--- src/rtl/matrix_stream_loader_pkg.sv ---
// Shared sizing helpers for the matrix stream loader/unloader family.
//   port2d_width : packed width of an H x W matrix of bitlength-bit elements
//   elem_offset  : bit offset of element (i,j) in a row-major packed matrix
//   idx_width    : width of an index counting 0..n-1, never narrower than 1 bit
package matrix_stream_loader_pkg;

    localparam int unsigned DefBitlength = 8;
    localparam int unsigned DefH         = 3;
    localparam int unsigned DefW         = 4;

    function automatic int unsigned port2d_width(input int unsigned h, input int unsigned w,
                                                 input int unsigned bl);
        return h * w * bl;
    endfunction

    function automatic int unsigned elem_offset(input int unsigned i, input int unsigned j,
                                                input int unsigned w, input int unsigned bl);
        return (i * w + j) * bl;
    endfunction

    function automatic int unsigned idx_width(input int unsigned n);
        return (n < 2) ? 1 : $clog2(n);
    endfunction

endpackage

--- src/rtl/matrix_stream_loader_if.sv ---
// Handshake bundle of the matrix stream loader.
//   clr                  : synchronous clear from the controller
//   in_valid/in_ready    : element-serial input stream, in_data row-major
//   mat_valid/mat_ready  : packed matrix output, mat_out element (i,j) at elem_offset(i,j)
//   busy                 : loader holds a partially filled matrix
// master = stream producer and matrix consumer; slave = the loader.
interface matrix_stream_loader_if
    import matrix_stream_loader_pkg::*;
#(
    parameter int unsigned bitlength = DefBitlength,
    parameter int unsigned H         = DefH,
    parameter int unsigned W         = DefW
) ();

    logic                                   clr;
    logic                                   in_valid;
    logic                                   in_ready;
    logic [bitlength-1:0]                   in_data;
    logic                                   mat_valid;
    logic                                   mat_ready;
    logic [port2d_width(H, W, bitlength)-1:0] mat_out;
    logic                                   busy;

    modport master (
        output clr, in_valid, in_data, mat_ready,
        input  in_ready, mat_valid, mat_out, busy
    );

    modport slave (
        input  clr, in_valid, in_data, mat_ready,
        output in_ready, mat_valid, mat_out, busy
    );

endinterface

--- src/rtl/matrix_stream_loader_rowcol_counter.sv ---
// Row-major index counter over an H x W matrix.
//   clk, rst_n  : clock, asynchronous active-low reset
//   clr_i       : synchronous clear of both indices (wins over inc_i)
//   inc_i       : advance one element; col wraps at W-1 and carries into row
//   row_idx_o   : current row, col_idx_o : current column
//   last_o      : current position is element (H-1, W-1)
module matrix_stream_loader_rowcol_counter
    import matrix_stream_loader_pkg::*;
#(
    parameter int unsigned H    = DefH,
    parameter int unsigned W    = DefW,
    parameter int unsigned RowW = idx_width(H),
    parameter int unsigned ColW = idx_width(W)
) (
    input  logic            clk,
    input  logic            rst_n,
    input  logic            clr_i,
    input  logic            inc_i,
    output logic [RowW-1:0] row_idx_o,
    output logic [ColW-1:0] col_idx_o,
    output logic            last_o
);

    localparam logic [RowW-1:0] RowLast = RowW'(H - 1);
    localparam logic [ColW-1:0] ColLast = ColW'(W - 1);

    logic [RowW-1:0] row_q, row_d;
    logic [ColW-1:0] col_q, col_d;
    logic            row_wrap, col_wrap;

    assign row_wrap = (row_q == RowLast);
    assign col_wrap = (col_q == ColLast);

    // With H==1 or W==1 the matching index is always at its last value and stays 0.
    always_comb begin
        row_d = row_q;
        col_d = col_q;
        if (clr_i) begin
            row_d = '0;
            col_d = '0;
        end else if (inc_i) begin
            if (col_wrap) begin
                col_d = '0;
                row_d = row_wrap ? '0 : row_q + RowW'(1);
            end else begin
                col_d = col_q + ColW'(1);
            end
        end
    end

    always_ff @(posedge clk or negedge rst_n) begin
        if (!rst_n) begin
            row_q <= '0;
            col_q <= '0;
        end else begin
            row_q <= row_d;
            col_q <= col_d;
        end
    end

    assign row_idx_o = row_q;
    assign col_idx_o = col_q;
    assign last_o    = row_wrap && col_wrap;

endmodule

--- src/rtl/matrix_stream_loader.sv ---
// Deserialises a row-major element stream into a packed H x W matrix.
// A fill buffer collects elements while a separate output register holds the
// previous matrix for the consumer, so loading overlaps with the output wait.
//   clk   : rising-edge clock
//   rst_n : asynchronous active-low reset
//   bus   : slave side of matrix_stream_loader_if (clr, input stream,
//           matrix output, busy)
module matrix_stream_loader
    import matrix_stream_loader_pkg::*;
#(
    parameter int unsigned bitlength = DefBitlength,
    parameter int unsigned H         = DefH,
    parameter int unsigned W         = DefW
) (
    input  logic                  clk,
    input  logic                  rst_n,
    matrix_stream_loader_if.slave bus
);

    localparam int unsigned MatWidth = port2d_width(H, W, bitlength);
    localparam int unsigned RowW     = idx_width(H);
    localparam int unsigned ColW     = idx_width(W);
    localparam int unsigned OffW     = idx_width(MatWidth);

    logic [RowW-1:0]     row_idx;
    logic [ColW-1:0]     col_idx;
    logic                last_elem;
    logic [OffW-1:0]     wr_offset;

    logic [MatWidth-1:0] fill_q, fill_d;
    logic [MatWidth-1:0] mat_out_q, mat_out_d;
    logic                fill_full_q, fill_full_d;
    logic                mat_valid_q, mat_valid_d;
    logic                accept, transfer;

    // clr blocks both the input handshake and the buffer-to-output move.
    assign transfer     = fill_full_q && (!mat_valid_q || bus.mat_ready) && !bus.clr;
    assign bus.in_ready = !bus.clr && (!fill_full_q || transfer);
    assign accept       = bus.in_valid && bus.in_ready;

    matrix_stream_loader_rowcol_counter #(
        .H    (H),
        .W    (W),
        .RowW (RowW),
        .ColW (ColW)
    ) u_rowcol_counter (
        .clk       (clk),
        .rst_n     (rst_n),
        .clr_i     (bus.clr),
        .inc_i     (accept),
        .row_idx_o (row_idx),
        .col_idx_o (col_idx),
        .last_o    (last_elem)
    );

    assign wr_offset = OffW'(elem_offset(32'(row_idx), 32'(col_idx), W, bitlength));

    always_comb begin
        fill_d = fill_q;
        if (accept) begin
            fill_d[wr_offset +: bitlength] = bus.in_data;
        end
    end

    // Transfer reads fill_q, so a first element of the next matrix written in
    // the same cycle never reaches the output register.
    assign mat_out_d = transfer ? fill_q : mat_out_q;

    always_comb begin
        fill_full_d = fill_full_q;
        mat_valid_d = mat_valid_q;
        if (bus.clr) begin
            fill_full_d = 1'b0;
            mat_valid_d = 1'b0;
        end else begin
            if (transfer) begin
                fill_full_d = 1'b0;
            end
            // Completing a matrix wins over the transfer clear (only possible for 1x1).
            if (accept && last_elem) begin
                fill_full_d = 1'b1;
            end
            if (transfer) begin
                mat_valid_d = 1'b1;
            end else if (mat_valid_q && bus.mat_ready) begin
                mat_valid_d = 1'b0;
            end
        end
    end

    always_ff @(posedge clk or negedge rst_n) begin
        if (!rst_n) begin
            fill_q      <= '0;
            mat_out_q   <= '0;
            fill_full_q <= 1'b0;
            mat_valid_q <= 1'b0;
        end else begin
            fill_q      <= fill_d;
            mat_out_q   <= mat_out_d;
            fill_full_q <= fill_full_d;
            mat_valid_q <= mat_valid_d;
        end
    end

    assign bus.mat_out   = mat_out_q;
    assign bus.mat_valid = mat_valid_q;
    assign bus.busy      = (row_idx != '0) || (col_idx != '0);

endmodule

--- src/flat_wrapper.sv ---
// flat-port wrapper written by rule: the top's interface ports become plain ports
module matrix_stream_loader_flat import matrix_stream_loader_pkg::*;
#(
    parameter int unsigned bitlength = DefBitlength,
    parameter int unsigned H         = DefH,
    parameter int unsigned W         = DefW
)
  (clk, rst_n, bus_clr, bus_in_valid, bus_in_data, bus_mat_ready, bus_in_ready, bus_mat_valid, bus_mat_out, bus_busy);
  matrix_stream_loader_if #(.bitlength(bitlength), .H(H), .W(W)) bus_i ();
  input  logic clk;
  input  logic rst_n;
  input wire logic [$bits(bus_i.clr)-1:0] bus_clr;
  input wire logic [$bits(bus_i.in_valid)-1:0] bus_in_valid;
  input wire logic [$bits(bus_i.in_data)-1:0] bus_in_data;
  input wire logic [$bits(bus_i.mat_ready)-1:0] bus_mat_ready;
  output wire logic [$bits(bus_i.in_ready)-1:0] bus_in_ready;
  output wire logic [$bits(bus_i.mat_valid)-1:0] bus_mat_valid;
  output wire logic [$bits(bus_i.mat_out)-1:0] bus_mat_out;
  output wire logic [$bits(bus_i.busy)-1:0] bus_busy;
  assign bus_i.clr = bus_clr;
  assign bus_i.in_valid = bus_in_valid;
  assign bus_i.in_data = bus_in_data;
  assign bus_i.mat_ready = bus_mat_ready;
  assign bus_in_ready = bus_i.in_ready;
  assign bus_mat_valid = bus_i.mat_valid;
  assign bus_mat_out = bus_i.mat_out;
  assign bus_busy = bus_i.busy;
  matrix_stream_loader #(.bitlength(bitlength), .H(H), .W(W)) u_core (.clk(clk), .rst_n(rst_n), .bus(bus_i));
endmodule
--- config.mk ---
export PLATFORM = sky130hd
export DESIGN_NAME = matrix_stream_loader_flat
export DESIGN_NICKNAME = d
export VERILOG_FILES = /design/src/rtl/matrix_stream_loader_pkg.sv /design/src/rtl/matrix_stream_loader_if.sv /design/src/rtl/matrix_stream_loader_rowcol_counter.sv /design/src/rtl/matrix_stream_loader.sv /design/src/flat_wrapper.sv
export SDC_FILE = /design/constraint.sdc
export NUM_CORES = 1
export LEC_CHECK = 0
export CAP_MARGIN = 10
export CORE_ASPECT_RATIO = 0.9
export CORE_UTILIZATION = 55
export CTS_BUF_LIST = sky130_fd_sc_hd__clkbuf_4 sky130_fd_sc_hd__clkbuf_8
export DETAILED_ROUTE_END_ITERATION = 10
export PLACE_DENSITY = 0.81
export SYNTH_ARGS = -nofsm -noshare
export SYNTH_HDL_FRONTEND = slang
export SYNTH_SLANG_ARGS = --single-unit
--- constraint.sdc ---
create_clock -name clk -period 2.6 [get_ports clk]
set_input_delay 0.65 -clock clk [delete_from_list [all_inputs] [get_ports clk]]
set_output_delay 0.65 -clock clk [all_outputs]
set_load 0.1 [all_outputs]
Yosys cells after proc, flatten, opt, wreduce, memory -nomap -nowiden
Index checks and enable logic that the tools add are counted.
W data, S select, Z words.

word-level totals
  input port bits = 13
  word-level logic and storage cells = 48
  output and inout bits = 99
  register bits = 198

operators by class
  equal/unequal tests = 2
  add/sub/neg operators = 4
  multiplexer cells = 14
  shift-type cells = 2
  reductions and logical operators = 20

operator list
  operator                  number
  $bwmux W96                1
  $shift A8 B9 Y96 const A  1
  $shiftx A8 B9 Y96         1
  $mux W2                   7
  $neg A7 Y9                1
  $reduce_bool A2 Y1        4
  $logic_and A1 B1 Y1       7
  $mux W1                   6
  $reduce_bool A3 Y1        2
  $add A2 B1 Y2 const B     2
  $add A4 B2 Y4             1
  $eq A2 B2 Y1 const B      2
  $logic_not A1 Y1          3
  $logic_or A1 B1 Y1        3
  $reduce_and A2 Y1         1

Longest topological paths before layout
Gate-level depths: netlist (run 1).

  depth in word-level cells = 10
  mapped depth = 8
  depth with buffers taken out = 6

Hierarchy
A second synthesis (run 1) with hierarchy kept.

second synthesis, totals
  cells, all modules = 485
  area, all modules = 7732.4 um2

modules (own cells, without submodules)
  module                               cells an instance  instances  area an instance (um2)
  matrix_stream_loader                 468                1          7523.5
  matrix_stream_loader_rowcol_counter  17                 1          209.0

Least setup slack after synthesis (run 1)
No wires, ideal clock.

  kind = reg-to-output
  start point = register u_core.mat_valid_q (netlist: u_core.bus.mat_valid)
  end point = output bus_in_ready
  arrival = 2.540 ns
  stages on the path, launching flop included = 3
  required time = 1.950 ns
  path slack = -0.590 ns
  cell sequence = dfrtp_1 nor2b_1 a21oi_1

on the way
  cells in the longest elaborated chain, start to end = 6

RTL lines
  item                              RTL line                     source
  from (decl)                       matrix_stream_loader.sv:33   logic mat_valid_q, mat_valid_d;
  from (signal assigned)            matrix_stream_loader.sv:101  mat_valid_q <= mat_valid_d;
  $logic_not A1 Y1                  matrix_stream_loader.sv:37   assign transfer = fill_full_q && (!mat_valid_q || bus.mat_ready) && !bus.clr;
  $logic_or A1 B1 Y1                matrix_stream_loader.sv:37
  $logic_and A1 B1 Y1 (2 in a row)  matrix_stream_loader.sv:37
  $logic_or A1 B1 Y1                matrix_stream_loader.sv:38   assign bus.in_ready = !bus.clr && (!fill_full_q || transfer);
  $logic_and A1 B1 Y1               matrix_stream_loader.sv:38
  to (decl)                         flat_wrapper.sv:16           output wire logic [$bits(bus_i.in_ready)-1:0] bus_in_ready;

No other way between the ends.

Worst setup path after layout (run 1)
  start point = register u_core.u_rowcol_counter.col_q[1] (netlist: u_core.u_rowcol_counter.col_idx_o[1])
  end point = output bus_busy

on the way
  cells in the longest elaborated chain, start to end = 2

RTL lines
  item                    RTL line                                   source
  from (decl)             matrix_stream_loader_rowcol_counter.sv:28  logic [ColW-1:0] col_q, col_d;
  from (signal assigned)  matrix_stream_loader_rowcol_counter.sv:57  col_q <= col_d;
  $reduce_bool A2 Y1      matrix_stream_loader.sv:107                assign bus.busy = (row_idx != '0) || (col_idx != '0);
  $logic_or A1 B1 Y1      matrix_stream_loader.sv:107
  to (decl)               flat_wrapper.sv:19                         output wire logic [$bits(bus_i.busy)-1:0] bus_busy;

No other way between the ends.

==> flow_metrics.env, run 1 <==
export IMPL_drt_iter0_markers=230
export IMPL_final_nets=636
export IMPL_yosys_warnings=0
export IMPL_dr_pass1_iters=6
export IMPL_syn_area_per_cell_um2=16.1
export IMPL_slew_viol_final=0
export IMPL_hpwl_mm=10.9
export IMPL_worst_slew_pin_slew_ns=0.608
export IMPL_ant_nets=0
export IMPL_wl_mm=15.7
export IMPL_synth_top_family_by_area="multiplexers"
export IMPL_p_leak_nw=4.98
export IMPL_synthXorXnorAreaFrac_pct=0.435
export IMPL_synthToLayoutAreaGrowth_pct=23.2
export IMPL_synthCells=481
export IMPL_ff2ff_setup_slack_ns=0.17
export IMPL_r2r_end="u_core.fill_q[33]$_DFFE_PN0P_"
export IMPL_finalSetupTns_ns=0
export IMPL_syn_area_mm2=0.00776
export IMPL_start_kind="register"
export IMPL_clock_sinks=198
export IMPL_track_usage_pct=23.2
export IMPL_cts_tree="built"
export IMPL_via_count=4432
export IMPL_cts_max_level=4
export IMPL_p_per_area_mw_per_mm2=593
export IMPL_drc=0
export IMPL_cts_buffers=17
export IMPL_dpl_worst_slack_ns=-0.00426
export IMPL_ioPinCount=112
export IMPL_synth_compound_area_share_pct=0.581
export IMPL_ys_seq_elements=198
export IMPL_place_congestion=0.882
export IMPL_grt_overflow=0
export IMPL_initial_core_util_pct=57.2
export IMPL_setup_ws_ns=0.107
export IMPL_core_area_mm2=0.0136
export IMPL_r2r_cells=6
export IMPL_status="completed"
export IMPL_max_cap_violations=0
export IMPL_clk_pin_slew_worst_paths_ns=0.09
export IMPL_ctsHoldBuffers=0
export IMPL_post_cts_setup_buffer_count=0
export IMPL_cp_max_fo=6
export IMPL_routedWlPerCell_um=19.1
export IMPL_critPathArrivalTime_ns=1.84
export IMPL_grt_setup_unrepaired="false"
export IMPL_r2r_start="u_core.u_rowcol_counter.col_idx_o[1]$_DFFE_PN0P_"
export IMPL_yosys_area_share_simple_pct=5.61
export IMPL_cts_max_path_buffers=2
export IMPL_clock_skew_ns=0.0106
export IMPL_synth_nets=497
export IMPL_cts_root_buf="clkbuf_8"
export IMPL_min_period_ns=2.49
export IMPL_synth_mux_area_share_pct=27.9
export IMPL_die_area_mm2=0.0146
export IMPL_detail_route_vias_per_cell=5.39
export IMPL_max_freq_ghz=0.401
export IMPL_die_height_um=115
export IMPL_ir_drop_mv=0.381
export IMPL_yosys_area_share_adder_pct=0.484
export IMPL_finalCritPeriodShare_pct=95.9
export IMPL_finalSetupViolations=0
export IMPL_num_antenna_cells=0
export IMPL_io_buffers=111
export IMPL_insertion_delay_ns=0.46
export IMPL_finalHoldViolations=0
export IMPL_grt_pass1_wl_mm=25.4
export IMPL_num_rows=40
export IMPL_grt_pass1_vias=4792
export IMPL_endpoint_kind="primary output"
export IMPL_postLayoutCoreUtil_pct=70.5
export IMPL_drive_above_1_share_pct=57.8
export IMPL_synth_distinct_cells=34
export IMPL_relSlewSlack_pct=59.5
export IMPL_fillers=910
export IMPL_antenna_found_initial=0
export IMPL_crit_required_ns=1.95
export IMPL_die_w_um=127
export IMPL_min_path_type="in -> async"
export IMPL_post_cts_resized=0
export IMPL_timing_hold_ws_ns=0.191
export IMPL_setup_worst_path_class="reg -> out"
export IMPL_synth_seq_area_share_pct=63.9
export IMPL_grt_start_max_net_pins=77
==> layout by cell type, fill, tap and decap left out, types with 2 or more instances in the layout <==
cell	instances
dfrtp_1	198
mux2_2	192
buf_4	115
clkbuf_8	18
clkdlybuf4s50_1	11
and3_1	10
buf_12	10
nand2_1	9
and2_1	8
clkinv_4	6
nor2_1	4
bufinv_16	4
inv_1	3
nor2b_1	3
nor3_4	3
or3_1	3
nand4_2	3
a21oi_1	3
ha_1	3
nand3b_1	2
a21oi_2	2
nor3b_4	2
nor3_2	2
nand4_1	2
clkinv_2	2
inv_6	2
==> through the flow <==
step / total power, mW / std cells / instance area (um2)
6_report: 5.67 / 822 / 9560
5_1_grt: 5.88 / 822 / 9560
4_1_cts: 5.72 / 822 / 9560
3_5_place_dp: 3.61 / 790 / 9110
3_3_place_gp: 3.58 / 790 / 9110
2_1_floorplan: 3.42 / 481 / 7760
==> layout make-up <==
type,instances,area [um2],area share [%]
multi-input cells,263,2720,28.5
clock buffers,18,241,2.53
repair buffers,137,1190,12.4
clock inverters,14,200,2.10
flip-flops and latches,198,4950,51.9
well taps,189,236,2.47
inverters,3,11.3,0.118
==> flip-flops by register name, indices dropped and copies added, names as in the netlist <==
signal / cells
u_core.fill_q: 96
u_core.fill_full_q: 1
u_core.bus.mat_out: 96
u_core.u_rowcol_counter.row_idx_o: 2
u_core.u_rowcol_counter.col_idx_o: 2
u_core.bus.mat_valid: 1
==> critical path: stages, from the launching register on <==
cell      delay, ns
dfrtp_1        0.48
inv_1          0.15
ha_1           0.34
nand3b_1       0.20
buf_12         0.21
==> cells in the mapped netlist <==
master | number | area share (%)
nor4_1 | 1 | 0.081
nand4_2 | 3 | 0.48
xnor2_1 | 1 | 0.11
ha_1 | 3 | 0.48
a21oi_1 | 4 | 0.26
o32ai_1 | 1 | 0.11
nor4b_2 | 1 | 0.19
nor2_2 | 1 | 0.081
nor3_4 | 3 | 0.63
buf_6 | 1 | 0.15
and3_1 | 10 | 0.81
nor3_2 | 2 | 0.26
nor4_4 | 1 | 0.27
inv_1 | 3 | 0.15
nand4_1 | 2 | 0.16
clkbuf_1 | 10 | 0.48
and3b_1 | 1 | 0.11
or3_1 | 3 | 0.24
nor3b_2 | 1 | 0.16
nand3b_1 | 2 | 0.19
nor2_1 | 4 | 0.19
dfrtp_1 | 198 | 64
a21oi_2 | 1 | 0.11
o31ai_1 | 1 | 0.097
xnor2_2 | 1 | 0.21
mux2_2 | 192 | 28
nand2_1 | 9 | 0.44
buf_2 | 6 | 0.39
and2_0 | 1 | 0.081
nor3b_1 | 1 | 0.097
nor2b_1 | 3 | 0.24
nor3b_4 | 1 | 0.24
and2_1 | 8 | 0.65
xor2_1 | 1 | 0.11
==> per-layer routing <==
metal  global-route usage [%]  share of wire [%]
met4                     6.51                1.6
met3                     7.20                4.8
met5                        0                  0
met1                     30.6                 44
met2                     37.4                 49
==> kinds of logic (layout without fill, tap and decap cells) <==
logic type	count (synthesis)	count (layout)
AO/OA/AOI/OAI	7	7
XOR/XNOR	3	3
adder cells (fa/ha/maj)	3	3
buffers and inverters	20	172
flip-flops	198	198
multiplexers	192	192
AND/OR/NAND/NOR	58	58
==> report_power, final <==
part,switching (mW),internal (mW),leakage (nW)
Combinational,0.203,0.137,2.02
Sequential,0.0440,3.16,2.74
Clock,1.06,1.07,0.225
==> worst max path at each step <==
stage                                                     startpoint                            end  depth (start not counted)
floorplan                           u_core.bus.mat_valid$_DFFE_PN0P_                   bus_in_ready                          2
global placement                                       bus_mat_ready  u_core.fill_q[48]$_DFFE_PN0P_                          6
detailed placement                                     bus_mat_ready  u_core.fill_q[52]$_DFFE_PN0P_                          6
CTS                 u_core.u_rowcol_counter.col_idx_o[1]$_DFFE_PN0P_                       bus_busy                          4
global route        u_core.u_rowcol_counter.col_idx_o[1]$_DFFE_PN0P_                       bus_busy                          4
finish              u_core.u_rowcol_counter.col_idx_o[1]$_DFFE_PN0P_                       bus_busy                          4
Note: power is estimated with default switching activity, not from simulation.
==> run 2, diff against run 1 <==
--- a/config.mk
+++ b/config.mk
@@ -7,10 +7,9 @@
 export LEC_CHECK = 0
 export CAP_MARGIN = 10
 export CORE_ASPECT_RATIO = 0.9
-export CORE_UTILIZATION = 55
-export CTS_BUF_LIST = sky130_fd_sc_hd__clkbuf_4 sky130_fd_sc_hd__clkbuf_8
+export CORE_UTILIZATION = 54
 export DETAILED_ROUTE_END_ITERATION = 10
-export PLACE_DENSITY = 0.81
+export PLACE_DENSITY = 0.79
 export SYNTH_ARGS = -nofsm -noshare
 export SYNTH_HDL_FRONTEND = slang
 export SYNTH_SLANG_ARGS = --single-unit
==> run 2 against run 1 <==
Against the previous run:
- clock skew shrank 0.00068 ns
- non-clock buffer count grew 4
- sequential share of layout area shrank 1.8 points
- routed wire length grew 1.8%
- via count grew 0.43%
- largest power group unchanged
==> flow_metrics.env, run 2 (same netlist as run 1, synthesis figures left out) <==
export IMPL_ir_drop_mv=0.485
export IMPL_p_leak_nw=5.13
export IMPL_cts_tree="built"
export IMPL_fin_area_mm2=0.00990
export IMPL_use_met2_pct=37.4
export IMPL_finalSetupTns_ns=0
export IMPL_drc=0
export IMPL_grt_pass1_wl_mm=26.1
export IMPL_initial_core_util_pct=55.4
export IMPL_final_cell_mix="198 x dfrtp_1, 192 x mux2_2, 115 x buf_4, 17 x clkbuf_16, 14 x buf_12"
export IMPL_cp_max_fo=6
export IMPL_die_area_mm2=0.0149
export IMPL_track_usage_pct=23.8
export IMPL_cts_root_buf="clkbuf_16"
export IMPL_grt_pass1_vias=4753
export IMPL_cts_max_path_buffers=2
export IMPL_insertion_delay_ns=0.43
export IMPL_via_count=4451
export IMPL_layout_commonest_cell="dfrtp_1"
export IMPL_worst_slew_pin_slew_ns=0.623
export IMPL_endpoint_kind="primary output"
export IMPL_finalSetupViolations=0
export IMPL_postLayoutCoreUtil_pct=70.7
export IMPL_start_kind="register"
export IMPL_num_antenna_cells=0
export IMPL_min_path_type="in -> async"
export IMPL_crit_start="u_core.u_rowcol_counter.col_idx_o[1]$_DFFE_PN0P_"
export IMPL_clk_pin_slew_worst_paths_ns=0.07
export IMPL_ant_nets=0
export IMPL_clock_sinks=198
export IMPL_place_congestion=0.885
export IMPL_r2r_start="u_core.u_rowcol_counter.col_idx_o[1]$_DFFE_PN0P_"
export IMPL_grt_start_max_net_pins=74
export IMPL_io_buffers=111
export IMPL_post_cts_resized=0
export IMPL_setup_worst_path_class="reg -> out"
export IMPL_num_rows=41
export IMPL_drt_iter0_markers=170
export IMPL_min_period_ns=2.47
export IMPL_setup_ws_ns=0.130
export IMPL_grt_met1_usage_pct=33.1
export IMPL_dpl_worst_slack_ns=0.0865
export IMPL_finalHoldViolations=0
export IMPL_postPlaceCellArea_mm2=0.00920
export IMPL_grtUsageMet3_pct=6.00
export IMPL_slew_viol_final=0
export IMPL_max_freq_ghz=0.405
export IMPL_die_height_um=116
export IMPL_core_area_mm2=0.0140
export IMPL_status="completed"
export IMPL_wl_mm=16.0
export IMPL_drive_above_1_share_pct=57.9
export IMPL_cts_max_level=4
export IMPL_critPathArrivalTime_ns=1.82
export IMPL_detail_route_vias_per_cell=5.36
export IMPL_ctsHoldBuffers=0
export IMPL_antenna_found_initial=0
export IMPL_synthToLayoutAreaGrowth_pct=27.6
export IMPL_max_cap_violations=0
export IMPL_cts_buffers=17
export IMPL_grt_setup_unrepaired="false"
export IMPL_routedWlPerCell_um=19.2
export IMPL_post_cts_setup_buffer_count=0
export IMPL_hpwl_mm=11.0
export IMPL_finalCritPeriodShare_pct=95.0
export IMPL_p_per_area_mw_per_mm2=669
export IMPL_total_power_mw=6.63
export IMPL_relSlewSlack_pct=58.5
export IMPL_grt_overflow=0
export IMPL_dr_pass1_iters=4
export IMPL_clock_skew_ns=0.00989
export IMPL_ioPinCount=112
export IMPL_die_w_um=128
export IMPL_grt_busiest_layer="met2"
export IMPL_final_nets=640
export IMPL_crit_required_ns=1.95
[run 2: changes by cell type in the layout (fill, tap and decap cells not counted), sizes merged]
| cell | previous run | this run |
|---|---|---|
| clkinv | 8 | 3 |
| buf | 125 | 129 |
| bufinv | 4 | 7 |
| clkbuf | 19 | 21 |
| inv | 5 | 3 |
| clkinvlp | 0 | 2 |
[run 2: where the power goes]
group	internal [mW]	switching, mW	leakage (nW)
combinational	0.140	0.204	2.06
sequential	3.16	0.0479	2.74
clock	1.95	1.12	0.336
total	5.26	1.37	5.13
[run 2: worst max-delay path, stage by stage, from the launching register on]
cell	delay, ns
dfrtp_1	0.48
inv_1	0.15
ha_1	0.34
nand3b_1	0.20
buf_12	0.22
[run 2: worst paths after layout]
| path | endpoint | slack, ns | depth (start not counted) |
|---|---|---|---|
| min | u_core.bus.mat_out[12]$_DFFE_PN0P_ | 0.22 | 1 |
| min reg2reg | u_core.bus.mat_out[36]$_DFFE_PN0P_ | 0.50 | 1 |
| max | bus_busy | 0.13 | 4 |
| max in group asynchronous | u_core.fill_q[73]$_DFFE_PN0P_ | 1.69 | 2 |
| max reg2reg | u_core.fill_q[11]$_DFFE_PN0P_ | 0.24 | 7 |
| min in group clk | u_core.bus.mat_out[36]$_DFFE_PN0P_ | 0.50 | 1 |
[run 2: per-stage QoR]
| step | instances | hold WS [ns] |
|---|---|---|
| after floorplan | 481 | 0.354 |
| after global placement | 798 | 0.481 |
| after detailed placement | 798 | 0.491 |
| after CTS | 830 | 0.249 |
| after global routing | 830 | 0.265 |
| final | 830 | 0.220 |
[run 2: layout make-up]
| class | count | area [um2] |
|---|---|---|
| clock buffers | 20 | 457 |
| multi-input cells | 263 | 2720 |
| inverters | 3 | 11.3 |
| repair buffers | 141 | 1270 |
| clock inverters | 12 | 248 |
| flip-flops and latches | 198 | 4950 |
| well taps | 193 | 241 |
| fillers | 959 | 4100 |
[run 2: per-layer routing]
metal,part of all wire (%),vias to the layer above
met4,0.94,0
met2,49,87
met3,4.6,10
li1,-,1997
met1,45,2357
met5,0,-
